File: src/rtl/jt900h_div_seq.sv
// Multi-cycle DIV/DIVS sequencer for the TLCS-900H: restoring division that borrows
// the shared ALU for one trial subtraction per quotient bit.
module jt900h_div_seq (
    input  logic        clk,
    input  logic        rst,
    input  logic        cen,
    input  logic        start,
    input  logic        sgn,
    input  logic        wide,
    input  logic [31:0] dividend,
    input  logic [15:0] divisor,
    output logic        busy,
    output logic        done,
    output logic [15:0] quot,
    output logic [15:0] rem,
    output logic        ovf,
    output logic [5:0]  alu_sel,
    output logic [31:0] alu_op0,
    output logic [31:0] alu_op1,
    output logic [2:0]  alu_w,
    input  logic [31:0] alu_dout,
    input  logic [7:0]  alu_flags
);
    localparam logic [5:0] ALU_MOVE = 6'd0;
    localparam logic [5:0] ALU_SUB  = 6'd2;

    typedef enum logic [2:0] {
        S_IDLE, S_PREP, S_CHK_I, S_CHK_W, S_STEP_I, S_STEP_W, S_FIX
    } state_t;

    state_t      r_state;
    logic        r_sgn, r_wide, r_busy, r_done, r_ovf;
    logic [31:0] r_dvd, r_mag;
    logic [15:0] r_dvs, r_dmag, r_q, r_remmag, r_quot, r_rem;
    logic [3:0]  r_k;
    logic [5:0]  r_alu_sel;
    logic [31:0] r_alu_op0, r_alu_op1;
    logic [2:0]  r_alu_w;

    logic [31:0] w_mask2n, w_mag;
    logic [15:0] w_maskn, w_dmag, w_mag_hi_pre, w_mag_hi, w_r_new;
    logic [15:0] w_q_out, w_r_out, w_raw_q, w_raw_r;
    logic [16:0] w_half;
    logic [3:0]  w_k_top, w_k_dec;
    logic [2:0]  w_issue_w;
    logic        w_dvd_neg, w_dvs_neg, w_neg_q, w_borrow, w_sovf;
    logic        w_unused;

    assign w_unused = ^{alu_dout[31:16], alu_flags[7:1]};

    always_comb begin
        w_mask2n     = r_wide ? 32'hFFFF_FFFF : 32'h0000_FFFF;
        w_maskn      = r_wide ? 16'hFFFF : 16'h00FF;
        w_half       = r_wide ? 17'h0_8000 : 17'h0_0080;
        w_k_top      = r_wide ? 4'd15 : 4'd7;
        w_k_dec      = r_k - 4'd1;
        // Byte mode runs the ALU at word width so the 9-bit shifted remainder fits.
        w_issue_w    = r_wide ? 3'b100 : 3'b010;
        w_dvd_neg    = r_sgn & (r_wide ? r_dvd[31] : r_dvd[15]);
        w_dvs_neg    = r_sgn & (r_wide ? r_dvs[15] : r_dvs[7]);
        w_mag        = (w_dvd_neg ? (~r_dvd + 32'd1) : r_dvd) & w_mask2n;
        w_dmag       = (w_dvs_neg ? (~r_dvs + 16'd1) : r_dvs) & w_maskn;
        w_mag_hi_pre = r_wide ? w_mag[31:16] : {8'h00, w_mag[15:8]};
        w_mag_hi     = r_wide ? r_mag[31:16] : {8'h00, r_mag[15:8]};
        w_borrow     = alu_flags[0];
        // The trial operand still sits in alu_op0, so a borrow just keeps it.
        w_r_new      = w_borrow ? r_alu_op0[15:0] : alu_dout[15:0];
        w_neg_q      = w_dvd_neg ^ w_dvs_neg;
        w_sovf       = r_sgn & (w_neg_q ? ({1'b0, r_q} > w_half) : ({1'b0, r_q} >= w_half));
        w_q_out      = (w_neg_q ? (~r_q + 16'd1) : r_q) & w_maskn;
        w_r_out      = (w_dvd_neg ? (~r_remmag + 16'd1) : r_remmag) & w_maskn;
        w_raw_q      = r_wide ? r_dvd[15:0] : {8'h00, r_dvd[7:0]};
        w_raw_r      = r_wide ? r_dvd[31:16] : {8'h00, r_dvd[15:8]};
    end

    always_ff @(posedge clk) begin
        if (rst) begin
            r_state   <= S_IDLE;
            r_sgn     <= 1'b0;
            r_wide    <= 1'b0;
            r_busy    <= 1'b0;
            r_done    <= 1'b0;
            r_ovf     <= 1'b0;
            r_dvd     <= '0;
            r_mag     <= '0;
            r_dvs     <= '0;
            r_dmag    <= '0;
            r_q       <= '0;
            r_remmag  <= '0;
            r_quot    <= '0;
            r_rem     <= '0;
            r_k       <= '0;
            r_alu_sel <= ALU_MOVE;
            r_alu_op0 <= '0;
            r_alu_op1 <= '0;
            r_alu_w   <= '0;
        end else if (cen) begin
            case (r_state)
                S_IDLE: begin
                    r_done <= 1'b0;
                    if (start) begin
                        r_sgn   <= sgn;
                        r_wide  <= wide;
                        r_dvd   <= dividend;
                        r_dvs   <= divisor;
                        r_ovf   <= 1'b0;
                        r_busy  <= 1'b1;
                        r_state <= S_PREP;
                    end
                end
                S_PREP: begin
                    r_mag  <= w_mag;
                    r_dmag <= w_dmag;
                    r_q    <= '0;
                    if (w_dmag == 16'd0) begin
                        r_ovf   <= 1'b1;
                        r_state <= S_FIX;
                    end else begin
                        r_alu_sel <= ALU_SUB;
                        r_alu_op0 <= {16'h0000, w_mag_hi_pre};
                        r_alu_op1 <= {16'h0000, w_dmag};
                        r_alu_w   <= w_issue_w;
                        r_state   <= S_CHK_I;
                    end
                end
                S_CHK_I, S_STEP_I: begin
                    r_alu_sel <= ALU_MOVE;
                    r_alu_w   <= 3'b000;
                    r_state   <= (r_state == S_CHK_I) ? S_CHK_W : S_STEP_W;
                end
                S_CHK_W: begin
                    // No borrow means the upper half already reaches the divisor: quotient too wide.
                    if (!w_borrow) begin
                        r_ovf   <= 1'b1;
                        r_state <= S_FIX;
                    end else begin
                        r_k       <= w_k_top;
                        r_alu_sel <= ALU_SUB;
                        r_alu_op0 <= {15'd0, w_mag_hi, r_mag[w_k_top]};
                        r_alu_w   <= w_issue_w;
                        r_state   <= S_STEP_I;
                    end
                end
                S_STEP_W: begin
                    r_q[r_k] <= ~w_borrow;
                    if (r_k == 4'd0) begin
                        r_remmag <= w_r_new;
                        r_state  <= S_FIX;
                    end else begin
                        r_k       <= w_k_dec;
                        r_alu_sel <= ALU_SUB;
                        r_alu_op0 <= {15'd0, w_r_new, r_mag[w_k_dec]};
                        r_alu_w   <= w_issue_w;
                        r_state   <= S_STEP_I;
                    end
                end
                S_FIX: begin
                    if (r_ovf || w_sovf) begin
                        r_ovf  <= 1'b1;
                        r_quot <= w_raw_q;
                        r_rem  <= w_raw_r;
                    end else begin
                        r_quot <= w_q_out;
                        r_rem  <= w_r_out;
                    end
                    r_busy  <= 1'b0;
                    r_done  <= 1'b1;
                    r_state <= S_IDLE;
                end
                default: r_state <= S_IDLE;
            endcase
        end
    end

    assign busy    = r_busy;
    assign done    = r_done;
    assign quot    = r_quot;
    assign rem     = r_rem;
    assign ovf     = r_ovf;
    assign alu_sel = r_alu_sel;
    assign alu_op0 = r_alu_op0;
    assign alu_op1 = r_alu_op1;
    assign alu_w   = r_alu_w;
endmodule

File: config.mk
export PLATFORM = sky130hd
export DESIGN_NAME = jt900h_div_seq
export DESIGN_NICKNAME = d
export VERILOG_FILES = /design/src/rtl/jt900h_div_seq.sv
export SDC_FILE = /design/constraint.sdc
export NUM_CORES = 1
export LEC_CHECK = 0
export ABC_AREA = 1
export CORE_ASPECT_RATIO = 0.6
export CORE_MARGIN = 1.5
export CORE_UTILIZATION = 55
export CTS_BUF_LIST = sky130_fd_sc_hd__clkbuf_4
export DETAILED_ROUTE_END_ITERATION = 10
export GPL_TIMING_DRIVEN = 0
export PLACE_DENSITY = 0.82
export SYNTH_ARGS = -nofsm -noshare
export SYNTH_HDL_FRONTEND = slang
export SYNTH_SLANG_ARGS = --single-unit
export TNS_END_PERCENT = 1
File: constraint.sdc
create_clock -name clk -period 2.5 [get_ports clk]
set_input_delay 0.25 -clock clk [delete_from_list [all_inputs] [get_ports clk]]
set_output_delay 0.25 -clock clk [all_outputs]
set_load 0.1 [all_outputs]
# == After elaboration in Yosys (flattened, before gate mapping) ==
# Cells that the tools add are included.
# totals
in_bits,94
mem_bits_ro,0
regBits,213
latchBits,0
memories,0
out_inout_bits,108
wordCells,137
ram_bits,0
# classes
add_sub_neg,5
reduce_logical,25
mux,56
bitwise_logic,14
magnitude_cmp,6
shifts,0
div_mod_pow,0
multipliers,0
eq_ne,13
# ops
op,n
$mux W16,12
$mux W32,5
$pmux W32 S3,1
$add A16 B1 Y16 const B,3
$and A16 B16 Y16,3
$not A16 Y16,3
$add A32 B1 Y32 const B,1
$and A32 B32 Y32,1
$not A32 Y32,1
$pmux W16 S2,1
$pmux W6 S4,1
$mux W3,7
$mux W6,3
$bwmux W16,1
$ge A16 B16 Y1,1
$gt A16 B16 Y1,1
$logic_not A16 Y1,1
$pmux W3 S5,1
$ne A2 B2 Y1 const B,7
$lt A4 B6 Y1 const B,2
$mux W4,3
$pmux W3 S4,1
$reduce_and A3 Y1,4
$mux W1,11
other kinds (27),44

# == Logic depth before layout (Yosys ltp) ==
# Gate-level depths: netlist (run 1).
# depth
word_depth,8
depth_mapped,19
mapped_depth_nobuf,17

# == Worst setup path before layout (run 1) ==
# No wires, ideal clock.
# synth_timing
kind,register to register
start,register r_wide
end,"register r_quot[1], in the netlist quot[1]"
setup_ns,0.132
path_stages_with_launch,15
t_arrival_ns,2.010
required_ns,2.368
path_buffers,2
synth_period_minus_slack_ns,2.142
setup_slack_ns,0.358
cell_sequence,dfxtp_1 inv_1 clkbuf_1 ha_1 nand2_1 nor2_1 nand4_1 nand3b_1 o211ai_1 nand2_1 clkinv_1 clkbuf_1 nand2_1 nand3_1 a21oi_1
# synth_between
elab_chain_len,7
word_cells_on_any_way,14
cone_classes,order compare: 2; mux: 6; bitwise: 5; reduce/logical: 1
# synth_rtl
element,line_no,rtl
"start, declared",32,"logic r_sgn, r_wide, r_busy, r_done, r_ovf;"
"start signal, assigned",103,r_wide <= wide;
"parallel branches: the longest is 6 deep, another holds $ge A16 B16 Y1",--,
$mux W16 *,158,if (r_ovf || w_sovf) begin
"end signal, assigned",160,r_quot <= w_raw_q;
"end signal, assigned",163,r_quot <= w_q_out;
"end, declared",34,"logic [15:0] r_dvs, r_dmag, r_q, r_remmag, r_quot, r_rem;"
# Every way passes the cells marked *.
# A chain may end at the register's enable or synchronous reset.

# == Worst setup path after layout (run 1) ==
# layout_timing
start,register r_state[0]
end,"register r_alu_op0[16], in the netlist alu_op0[16]"
# layout_between
elab_chain_len,3
word_cells_on_any_way,9
cone_classes,eq/ne: 6; mux: 1; reduce/logical: 2
# layout_rtl
element,line_no,rtl
"start, declared",31,state_t r_state;
"start signal, assigned",129,r_state <= (r_state == S_CHK_I) ? S_CHK_W : S_STEP_W;
"$eq A3 B1 Y1, or another cell as far along",98,case (r_state)
$ne A2 B2 Y1 (no source line) or $reduce_bool A3 Y1 (tied branches),--,
$reduce_and A5 Y1 (no source line),--,
"end signal, assigned",120,"r_alu_op0 <= {16'h0000, w_mag_hi_pre};"
"end signal, assigned",139,"r_alu_op0 <= {15'd0, w_mag_hi, r_mag[w_k_top]};"
"end signal, assigned",152,"r_alu_op0 <= {15'd0, w_r_new, r_mag[w_k_dec]};"
"end, declared",37,"logic [31:0] r_alu_op0, r_alu_op1;"
# Parallel ways exist; a longest one is shown, timed or not.

==> results.yml, run 1 <==
synth:
  yosysSeqAreaShare: 0.357
  ys_async_sr_fraction: 0
  synth_cells: 1608
  synthFlopType: "dfxtp_1"
  synth_edf_count: 0
  avgSynthCellArea_um2: 6.69
  synth_area_um2: 10800
  synth_seq_cells: 192
  synthDistinctLibCells: 43
  yosysWarningCount: 0
die:
  fp.dieArea_um2: 20400
  die_h_um: 111
  row_count: 39
  io_pins: 202
  start_util: 0.564
  die_width_um: 184
  core_um2: 19100
drt:
  wl_per_cell_um: 19.7
  drc: 0
  drtPass1Iterations: 8
  ant_nets: 0
  wirelength_mm: 41.1
  vias: 12200
  drtIter0Drc: 1985
  routed_via_density: 5.85
critical_path:
  end_kind: "flip-flop"
  r2r_cells: 12
  r2r_start: "r_state[0]"
  timing.critical_path.cells: "inv_1 > nor2_1 > inv_1 > nor2_2 > inv_1 > clkbuf_1 > clkbuf_1 > nor2_1 > a31oi_1 > nand3_1 > nand2_1 > nor2_1"
  crit_slowest_cell: "clkbuf_1"
  timing.rr.end: "alu_op0[16]"
  r2r_slack_ns: -0.02
  cp.arrival_ns: 3.04
  cp_max_fo: 10
  required_ns: 3.02
  cpPeakStageDelay_ns: 0.44
  crit_type: "reg -> reg"
  start_kind: "flip-flop"
sta:
  skew_ns: 0.0254
  tightest_slew_ns: 1.12
  min_period_ns: 2.52
  rsz0062_at_grt: "yes"
  setup_ws_ns: -0.0165
  finalHoldViolCount: 0
  report.final.slew_viol_count: 0
  max_slew_margin: 0.254
  period_share: 1.01
  finalSetupViolCount: 2
  max_freq_mhz: 397
pwr:
  vdd_drop_max_mv: 0.406
  power_density_nw_per_um2: 553
  p_leak_nw: 5.76
grt:
  grt_first_pass_wirelength_mm: 60.1
  grt_pass1_vias: 10400
  grt.overflow.total: 0
  grt_usage: 0.392
  grt_antenna_before_repair: 1
  grt_max_degree: 17
layout:
  drive_above_1_share: 0.0862
  multi_input_area_um2: 5970
  fin_cells: 2088
  nets: 1914
  layout_common_cells: "nand2_1 (328), dfxtp_1 (188), a21oi_1 (173)"
  seq_area_um2: 3850
  final_common_cell: "nand2_1"
  antenna_cells: 0
  syn_to_final_growth_pct: 22.3
  n_fill_cell: 1696
clock_tree:
  tritoncts: "built"
  cts_root_buffer: "clkbuf_4"
  clkTransAtPathRegs_ns: 0.17
  clkSinkCount: 192
  cts-hold-fix-buffers: 0
  clk_path_buf_depth: 2
  insertion_delay_ns: 0.63
  htreeDepth: 4
  cts_buffers: 17
placed_design:
  gp_routability_congestion: 1.02
  portBuffers: 139
  place_inst: 2049
  dp_hpwl_mm: 32.6
  dp_slack_ns: -0.606
job:
  maxCapViolCount: 0
min_path:
  hold_class: "in -> reg"
  worstHoldStart: "dividend[21]"
  holdPathStages: 3
  whs_endpoint: "r_dvd[21]"
outcome:
  status: "finished with violations"
  violations: "setup timing"
[kinds of logic after synthesis]
| family | after synthesis | share of synthesized area |
|---|---|---|
| XOR/XNOR | 43 | 0.0350 |
| buffers and inverters | 265 | 0.111 |
| AND/OR/NAND/NOR | 673 | 0.261 |
| other | 1 | 0.000348 |
| adder cells (fa/ha/maj) | 11 | 0.0128 |
| AO/OA/AOI/OAI | 408 | 0.209 |
| flip-flops | 192 | 0.357 |
| multiplexers | 15 | 0.0139 |
[stage by stage]
stage                     TNS [ns]   util  total power, W  cell area [µm²]  hold WS [ns]
after floorplan                  0      -         0.00478            10900         0.432
after global placement      -27.96  0.662         0.00536            12600         0.452
after detailed placement    -33.06  0.662         0.00539            12600         0.453
after CTS                        0  0.679         0.00710            12900         0.222
after global routing         -3.01  0.690         0.00752            13200         0.257
final                      -0.0272  0.690         0.00728            13200         0.241
[metal layers]
layer	vias to the layer above	GRT usage	routed length [µm]
met3	61	0.173	7080
met5	-	0.0400	113
met4	2	0.0847	737
met1	5589	0.591	18000
li1	5683	-	-
met2	874	0.495	15200
[cell type report]
type	count	share of cell area
sequential	192	0.293
clock buffer	19	0.0108
timing repair buffer	145	0.110
multi-input combinational	1188	0.454
inverter	138	0.0398
buffer	127	0.0565
tap	266	0.0253
clock inverter	13	0.0105
[Yosys cell counts, types with 13 or more instances]
master | instances | area share
nand2_1 | 333 | 0.12
dfxtp_1 | 192 | 0.36
nor2_1 | 178 | 0.062
a21oi_1 | 175 | 0.081
o21ai_0 | 149 | 0.069
inv_1 | 131 | 0.046
nand3_1 | 106 | 0.049
clkbuf_1 | 61 | 0.021
buf_4 | 38 | 0.027
xor2_1 | 34 | 0.028
nand4_1 | 18 | 0.010
a211oi_1 | 16 | 0.011
o211ai_1 | 16 | 0.011
mux2i_1 | 15 | 0.014
nor3_1 | 13 | 0.0060
[how the worst max path moves through the flow]
stage	slack (ns)	endpoint	start	cells after the start
after floorplan	0.36	quot[1]	r_wide	14
after global placement	-0.53	rem[6]	r_wide	13
after detailed placement	-0.61	rem[6]	r_wide	13
after global routing	-0.15	alu_op1[8]	r_wide	16
final	-0.02	alu_op0[16]	r_state[0]	12
after CTS	0.01	alu_op0[14]	r_dvs[0]	14
[critical path, delay by kind of cell (launching register included)]
kind / cells / cell delay [ns]
flops: 1 / 0.36
compound gates: 1 / 0.17
buf+inv: 5 / 1.32
simple gates: 6 / 0.55
[power by group]
group          internal (W)  switching [W]
logic              0.000585        0.00158
registers           0.00320       0.000122
clock network      0.000622        0.00116
[timing repair]
action	4_1_cts	5_1_grt
cloned	0	2
endpoints found under the hold margin	0	0
endpoints found under the setup margin	84	113
pin swaps	3	10
resized for setup	24	53
setup buffers	0	5
(Power assumes the default switching activity.)
==> run 2: changes to the inputs <==
Settings changed: CAP_MARGIN set to 20.
==> results of run 2 <==
Final layout, timing and power as in run 1 (identical DEF).
